<file path="src/rtl/shift_sequencer_if.sv">
// Request/response bundle between the EX stage and the shift sequencer.
interface shift_sequencer_if #(
  parameter int WIDTH = 32
);
  logic             START;
  logic             FLUSH;
  logic [1:0]       OP;
  logic [4:0]       SHAMT;
  logic [WIDTH-1:0] DATA_IN;
  logic             BUSY;
  logic             DONE;
  logic [WIDTH-1:0] RESULT;

  modport master (
    output START, FLUSH, OP, SHAMT, DATA_IN,
    input  BUSY, DONE, RESULT
  );

  modport slave (
    input  START, FLUSH, OP, SHAMT, DATA_IN,
    output BUSY, DONE, RESULT
  );
endinterface

</file>
<file path="src/rtl/shift_sequencer.sv">
// Multi-cycle SLL/SRL/SRA/LUI unit: walks the shift amount one
// power-of-two step per cycle (16/8/4/2/1) on an internal accumulator.
module shift_sequencer #(
  parameter int WIDTH     = 32,
  parameter int LUI_SHIFT = 16
) (
  input  logic              CLK,
  input  logic              RESET_N,
  shift_sequencer_if.slave  bus
);

  typedef enum logic [1:0] {IDLE, SHIFT, FINISH} state_e;

  localparam logic [1:0] OP_SLL = 2'b00;
  localparam logic [1:0] OP_SRL = 2'b01;
  localparam logic [1:0] OP_SRA = 2'b10;
  localparam logic [1:0] OP_LUI = 2'b11;

  state_e           state_q, state_d;
  logic [WIDTH-1:0] acc_q, acc_d;
  logic [4:0]       rem_q, rem_d;
  logic [1:0]       op_q, op_d;
  logic [WIDTH-1:0] result_q, result_d;
  logic             done_q, done_d;

  logic [4:0]       step;
  logic [WIDTH-1:0] shifted;

  // Isolate the highest set bit of the remaining amount; its value is the step size.
  always_comb begin
    step = 5'd0;
    if      (rem_q[4]) step = 5'd16;
    else if (rem_q[3]) step = 5'd8;
    else if (rem_q[2]) step = 5'd4;
    else if (rem_q[1]) step = 5'd2;
    else if (rem_q[0]) step = 5'd1;
  end

  // One step of the accumulator in the latched direction; SRA replicates acc[MSB].
  always_comb begin
    unique case (op_q)
      OP_SRL:  shifted = acc_q >> step;
      OP_SRA:  shifted = $unsigned($signed(acc_q) >>> step);
      default: shifted = acc_q << step;
    endcase
  end

  // Next-state and datapath updates; FLUSH beats both START and completion.
  always_comb begin
    state_d  = state_q;
    acc_d    = acc_q;
    rem_d    = rem_q;
    op_d     = op_q;
    result_d = result_q;
    done_d   = 1'b0;
    unique case (state_q)
      IDLE: begin
        if (bus.START && !bus.FLUSH) begin
          state_d = SHIFT;
          if (bus.OP == OP_LUI) begin
            // LUI is just a fixed SLL of the low halfword.
            acc_d = {{(WIDTH-16){1'b0}}, bus.DATA_IN[15:0]};
            rem_d = LUI_SHIFT[4:0];
            op_d  = OP_SLL;
          end else begin
            acc_d = bus.DATA_IN;
            rem_d = bus.SHAMT;
            op_d  = bus.OP;
          end
        end
      end
      SHIFT: begin
        if (bus.FLUSH) begin
          state_d = IDLE;
        end else if (rem_q != 5'd0) begin
          acc_d = shifted;
          rem_d = rem_q & ~step;
        end else begin
          state_d = FINISH;
        end
      end
      FINISH: begin
        state_d = IDLE;
        if (!bus.FLUSH) begin
          result_d = acc_q;
          done_d   = 1'b1;
        end
      end
      default: state_d = IDLE;
    endcase
  end

  // State and datapath registers; reset aborts any operation in flight.
  always_ff @(posedge CLK or negedge RESET_N) begin
    if (!RESET_N) begin
      state_q  <= IDLE;
      acc_q    <= '0;
      rem_q    <= '0;
      op_q     <= '0;
      result_q <= '0;
      done_q   <= 1'b0;
    end else begin
      state_q  <= state_d;
      acc_q    <= acc_d;
      rem_q    <= rem_d;
      op_q     <= op_d;
      result_q <= result_d;
      done_q   <= done_d;
    end
  end

  assign bus.BUSY   = (state_q != IDLE);
  assign bus.DONE   = done_q;
  assign bus.RESULT = result_q;

endmodule

</file>
<file path="src/flat_wrapper.sv">
// flat-port wrapper written by rule: the top's interface ports become plain ports
module shift_sequencer_flat 
#(
  parameter int WIDTH     = 32,
  parameter int LUI_SHIFT = 16
)
  (CLK, RESET_N, bus_START, bus_FLUSH, bus_OP, bus_SHAMT, bus_DATA_IN, bus_BUSY, bus_DONE, bus_RESULT);
  shift_sequencer_if #(.WIDTH(WIDTH)) bus_i ();
  input  logic CLK;
  input  logic RESET_N;
  input wire logic [$bits(bus_i.START)-1:0] bus_START;
  input wire logic [$bits(bus_i.FLUSH)-1:0] bus_FLUSH;
  input wire logic [$bits(bus_i.OP)-1:0] bus_OP;
  input wire logic [$bits(bus_i.SHAMT)-1:0] bus_SHAMT;
  input wire logic [$bits(bus_i.DATA_IN)-1:0] bus_DATA_IN;
  output wire logic [$bits(bus_i.BUSY)-1:0] bus_BUSY;
  output wire logic [$bits(bus_i.DONE)-1:0] bus_DONE;
  output wire logic [$bits(bus_i.RESULT)-1:0] bus_RESULT;
  assign bus_i.START = bus_START;
  assign bus_i.FLUSH = bus_FLUSH;
  assign bus_i.OP = bus_OP;
  assign bus_i.SHAMT = bus_SHAMT;
  assign bus_i.DATA_IN = bus_DATA_IN;
  assign bus_BUSY = bus_i.BUSY;
  assign bus_DONE = bus_i.DONE;
  assign bus_RESULT = bus_i.RESULT;
  shift_sequencer #(.WIDTH(WIDTH), .LUI_SHIFT(LUI_SHIFT)) u_core (.CLK(CLK), .RESET_N(RESET_N), .bus(bus_i));
endmodule
</file>
<file path="config.mk">
export PLATFORM = sky130hd
export DESIGN_NAME = shift_sequencer_flat
export DESIGN_NICKNAME = d
export VERILOG_FILES = /design/src/rtl/shift_sequencer_if.sv /design/src/rtl/shift_sequencer.sv /design/src/flat_wrapper.sv
export SDC_FILE = /design/constraint.sdc
export NUM_CORES = 1
export LEC_CHECK = 0
export CORE_MARGIN = 2
export CORE_UTILIZATION = 55
export CTS_CLUSTER_SIZE = 16
export DETAILED_ROUTE_END_ITERATION = 6
export PLACE_DENSITY_LB_ADDON = 0.25
export SLEW_MARGIN = 20
export SYNTH_ARGS = -nofsm -noshare
export SYNTH_HDL_FRONTEND = slang
export SYNTH_SLANG_ARGS = --single-unit
</file>
<file path="constraint.sdc">
create_clock -name CLK -period 3.5 [get_ports CLK]
set_input_delay 0.7 -clock CLK [delete_from_list [all_inputs] [get_ports CLK]]
set_output_delay 0.7 -clock CLK [all_outputs]
set_load 0.01 [all_outputs]
</file>
# Word level (Yosys, flattened, before mapping)

Index checks and enable logic that the tools add are counted.

Flip-flop bits (word level): 74
Input port bits: 43
Output and inout port bits: 34
Logic and storage cells: 54

Equal/unequal tests: 9
Shift-type cells: 3
Mux-type cells: 23
Bitwise logic cells: 3
Reduce and logical (&&, ||, !) cells: 10

Operator list:

| operator             | number |
|---|---|
| $mux W32             | 4 |
| $pmux W32 S2         | 2 |
| $mux W5              | 8 |
| $shl A32 B5 Y32      | 1 |
| $shr A32 B5 Y32      | 1 |
| $sshr A32 B5 Y32     | 1 |
| $pmux W5 S2          | 1 |
| $mux W2              | 4 |
| $eq A2 B2 Y1 const B | 3 |
| $reduce_and A2 Y1    | 3 |
| $and A5 B5 Y5        | 1 |
| $not A5 Y5           | 1 |
| $reduce_bool A5 Y1   | 1 |
| $eq A2 B1 Y1 const B | 2 |
| $ne A2 B1 Y1 const B | 2 |
| $pmux W2 S2          | 1 |
| $reduce_and A4 Y1    | 1 |
| $reduce_bool A2 Y1   | 2 |
| $mux W1              | 3 |
| $ne A3 B3 Y1 const B | 1 |
| $logic_not A2 Y1     | 1 |
| $ne A2 B2 Y1 const B | 1 |
| $logic_and A1 B1 Y1  | 1 |
| $logic_not A1 Y1     | 1 |
| $not A1 Y1           | 1 |

# Longest topological paths before layout

Depth after elaboration: 10
Gate-level depth with buffers: 10
Gate-level depth less buffers: 8

# Least setup slack after synthesis

No wires, ideal clock.

Path kind: in2reg
From: input bus_FLUSH
To: register u_core.result_q[10] (netlist: u_core.bus.RESULT[10])
Library setup time: 125 ps
Arrival time: 1909 ps
Data required time: 3375 ps
Setup slack: 1467 ps
Stages: 3
Buffers on the path: 1
Cells stage by stage: nor3b_1 -> clkbuf_1 -> mux2_2

Longest elaborated chain between the ends: 2

RTL lines:

| item                        | RTL line               | source |
|---|---|---|
| from (decl)                 | flat_wrapper.sv:12     | `input wire logic [$bits(bus_i.FLUSH)-1:0] bus_FLUSH;` |
| $not A1 Y1 (no line)        | n/a                    |  |
| $reduce_and A2 Y1 (no line) | n/a                    |  |
| to (signal assigned)        | shift_sequencer.sv:107 | `result_q <= result_d;` |
| to (decl)                   | shift_sequencer.sv:23  | `logic [WIDTH-1:0] result_q, result_d;` |

Every way passes these cells.
A chain may end at the register's enable or synchronous reset.

# Worst setup path after layout

From: register u_core.rem_q[3]
To: register u_core.acc_q[20]

Longest elaborated chain between the ends: 7

RTL lines:

| item                                    | RTL line               | source |
|---|---|---|
| from (decl)                             | shift_sequencer.sv:21  | `logic [4:0] rem_q, rem_d;` |
| from (signal assigned)                  | shift_sequencer.sv:105 | `rem_q <= rem_d;` |
| $mux W5                                 | shift_sequencer.sv:33  | `else if (rem_q[3]) step = 5'd8;` |
| $mux W5                                 | shift_sequencer.sv:32  | `if (rem_q[4]) step = 5'd16;` |
| $shl A32 B5 Y32 (tied with other cells) | shift_sequencer.sv:44  | `default: shifted = acc_q << step;` |
| $pmux W32 S2                            | shift_sequencer.sv:41  | `unique case (op_q)` |
| $mux W32                                | shift_sequencer.sv:75  | `end else if (rem_q != 5'd0) begin` |
| $mux W32                                | shift_sequencer.sv:73  | `if (bus.FLUSH) begin` |
| $pmux W32 S2                            | shift_sequencer.sv:56  | `unique case (state_q)` |
| to (signal assigned)                    | shift_sequencer.sv:97  | `acc_q <= '0;` |
| to (signal assigned)                    | shift_sequencer.sv:104 | `acc_q <= acc_d;` |
| to (decl)                               | shift_sequencer.sv:20  | `logic [WIDTH-1:0] acc_q, acc_d;` |

Parallel ways exist; a longest one is shown, timed or not. The select of a mux whose other input is x is not followed.

==> results.sh <==
export IMPL_outcome="finished clean"
export IMPL_async_flop_share_pct=100.0
export IMPL_fin_skew_ps=10.50
export IMPL_dp_hpwl_um=19730
export IMPL_ios=77
export IMPL_drv_slew=0
export IMPL_drc=0
export IMPL_p_leak_uw=0.002970
export IMPL_cts_buffer_depth=2
export IMPL_initial_core_util_pct=55.66
export IMPL_synthCells=817
export IMPL_seq_area_frac_synth_pct=29.52
export IMPL_die_x_um=110.8
export IMPL_synth_commonest_cells="nand2_1, a21oi_1, dfrtp_1"
export IMPL_final_hold_violation_count=0
export IMPL_wl_per_cell_um=29.00
export IMPL_postCtsHoldBufs=0
export IMPL_num_vias=7830
export IMPL_route_met2_wl_um=11710
export IMPL_ys_seq_elements=74
export IMPL_viasPerCell=7.791
export IMPL_crit_path_end_kind="flip-flop"
export IMPL_peakVddDrop_uv=549.5
export IMPL_h_tree_depth=3
export IMPL_clock_latency_ps=350
export IMPL_synth_cell_types=74
export IMPL_arrival_ps=3460
export IMPL_finish_utilization_pct=66.41
export IMPL_p_per_area_nw_per_um2=1069
export IMPL_syn_to_final_growth_pct=19.33
export IMPL_n_antenna_cell=0
export IMPL_drive_gt1_share_pct=13.69
export IMPL_worstPathMaxFanout=17
export IMPL_wl_met3_um=4862
export IMPL_final_cells=1005
export IMPL_worstHoldPathType="in -> async"
export IMPL_dp_slack_ps=559.6
export IMPL_antenna_left=0
export IMPL_fmax_mhz=305.5
export IMPL_fillers=961
export IMPL_cts_setup_buffers=0
export IMPL_die_h_um=110.8
export IMPL_synthTopCellsByArea="dfrtp_1, a21oi_1, mux2_2"
export IMPL_tightest_slew_ps=1029
export IMPL_gr_total_overflow=0
export IMPL_setup_violations=0
export IMPL_cts_tree="done"
export IMPL_first_pass_iters=7
export IMPL_core_rowCount=39
export IMPL_cts_clk_slew_worst_paths_ps=60
export IMPL_startpoint_type="flip-flop"
export IMPL_tns_ps=0
export IMPL_synth_area_leader_cell="dfrtp_1"
export IMPL_cts_sinks=74
export IMPL_first_iter_violations=1384
export IMPL_highest_layer="met4"
export IMPL_wl_met1_um=10130
export IMPL_fin_ws_ps=227.2
export IMPL_port_buffers=76
export IMPL_synth_top_area_share_pct=29.52
export IMPL_drv_cap=0
export IMPL_gp_congestion=1.132
export IMPL_synth_nets=862
export IMPL_dpl_cell_count=992
export IMPL_yosysMostFrequentCell="nand2_1"
export IMPL_crit_required_ps=3690
export IMPL_post_cts_resized=0
export IMPL_r2r_start="u_core.rem_q[3]"
export IMPL_crit_type="reg -> reg"
export IMPL_numCtsBuffers=9
export IMPL_track_usage_pct=48.08
export IMPL_yosysWarnings=0
export IMPL_synth_edff_count=0
export IMPL_nets=905
export IMPL_rr_worst_depth=8
export IMPL_max_slew_margin_pct=31.40
export IMPL_syn_avg_cell_area_um2=7.679
export IMPL_cts_root_buf="clkbuf_16"
export IMPL_antenna_found_initial=1
export IMPL_grt_pass1_vias=7646
export IMPL_syn_cell_area_um2=6274
export IMPL_ys_flop_type="dfrtp_1"
export IMPL_dieArea_um2=12280
export IMPL_coreArea_um2=11270
export IMPL_grt_max_degree=75
export IMPL_period_needed_ps=3273
export IMPL_grt_first_pass_wirelength_um=45620
export IMPL_grt_setup_unrepaired="no"
export IMPL_totalWireLength_um=29140
export IMPL_r2r_slack_ps=230
export IMPL_fin_crit_sh_pct=93.51
export IMPL_r2r_end="u_core.acc_q[20]"
report_power, final:
group          switching [µW]  total, µW  internal (µW)
Sequential                919       2140           1220
Clock                     377        841            464
Combinational            3060       5020           1960
Total                    4360       8000           3640
registers in the layout, indices dropped and copies added (netlist names):
name	flops
u_core.bus.DONE	1
u_core.bus.RESULT	32
u_core.state_q	2
u_core.op_q	2
u_core.rem_q	5
u_core.acc_q	32
cells in the final DEF, fill, tap and decap left out, types with 4 or more instances in the layout:
cell type / Yosys / layout
a211oi_1: 16 / 16
a21o_1: 5 / 5
a21oi_1: 75 / 75
a221o_1: 5 / 5
a221oi_1: 10 / 10
a22o_1: 5 / 5
a22oi_1: 4 / 4
a311oi_1: 8 / 8
a31oi_1: 27 / 27
and3_1: 7 / 7
buf_4: 4 / 51
clkbuf_16: 0 / 9
clkdlybuf4s50_1: 0 / 75
dfrtp_1: 74 / 74
inv_1: 18 / 18
mux2_2: 32 / 32
mux2i_1: 15 / 15
nand2_1: 88 / 88
nand2b_1: 13 / 13
nand3_1: 20 / 20
nand4_1: 6 / 6
nor2_1: 60 / 60
nor2b_1: 9 / 9
nor3_1: 22 / 21
o2111ai_1: 8 / 8
o211ai_1: 13 / 13
o21ai_0: 58 / 58
o221ai_1: 14 / 14
o22ai_1: 19 / 19
o31ai_1: 7 / 7
or3_1: 8 / 8
layer usage:
| metal | GRT usage, % | vias to the layer above |
|---|---|---|
| li1 | - | 3154 |
| met4 | 32.42 | 0 |
| met2 | 66.46 | 821 |
| met1 | 62.04 | 3603 |
| met3 | 18.32 | 252 |
| met5 | 0 | - |
worst max-delay path by stage:
stage | slack [ps] | cells past startpoint | endpoint | from
finish | 230 | 8 | u_core.acc_q[20] | u_core.rem_q[3]
global route | 300 | 8 | u_core.acc_q[20] | u_core.rem_q[4]
CTS | 530 | 8 | u_core.acc_q[20] | u_core.rem_q[3]
detailed placement | 560 | 8 | u_core.acc_q[20] | u_core.rem_q[3]
global placement | 510 | 8 | u_core.acc_q[20] | u_core.rem_q[3]
floorplan | 1470 | 3 | u_core.bus.RESULT[10] | bus_FLUSH
area by class of cell:
class | count | area (µm²) | share of cell area [%]
tap | 143 | 178.9 | 2.390
sequential | 74 | 1852 | 24.74
multi-input combinational | 624 | 3924 | 52.42
clock inverter | 4 | 22.52 | 0.3009
timing repair buffer | 130 | 1205 | 16.10
clock buffer | 9 | 225.2 | 3.009
inverter | 21 | 78.83 | 1.053
cells by family (layout without fill, tap and decap cells):
logic type,count (synthesis),in the layout,synth area share (%)
AND/OR/NAND/NOR,258,258,20.06
adder cells (fa/ha/maj),2,2,0.3988
AO/OA/AOI/OAI,317,317,33.79
buffers and inverters,119,164,8.097
multiplexers,47,47,8.137
flip-flops,74,74,29.52
per-stage QoR:
| step | total power [µW] | hold WS [ps] | cell area [µm²] |
|---|---|---|---|
| 2_1_floorplan | 4770 | 404.4 | 6274 |
| 3_3_place_gp | 6745 | 489.0 | 7234 |
| 3_5_place_dp | 6765 | 495.3 | 7234 |
| 4_1_cts | 7615 | 507.8 | 7482 |
| 5_1_grt | 8250 | 452.9 | 7486 |
| 6_report | 8003 | 335.9 | 7486 |
critical path, cell delays in order (launching register included):
cell       delay [ps]
dfrtp_1           960
buf_4             300
or3_1             340
buf_4             250
nor2_4             80
nor2_1            100
a21oi_1            60
a2111oi_0         840
o311ai_1          170
No activity file was read; power rests on OpenSTA's default activity.
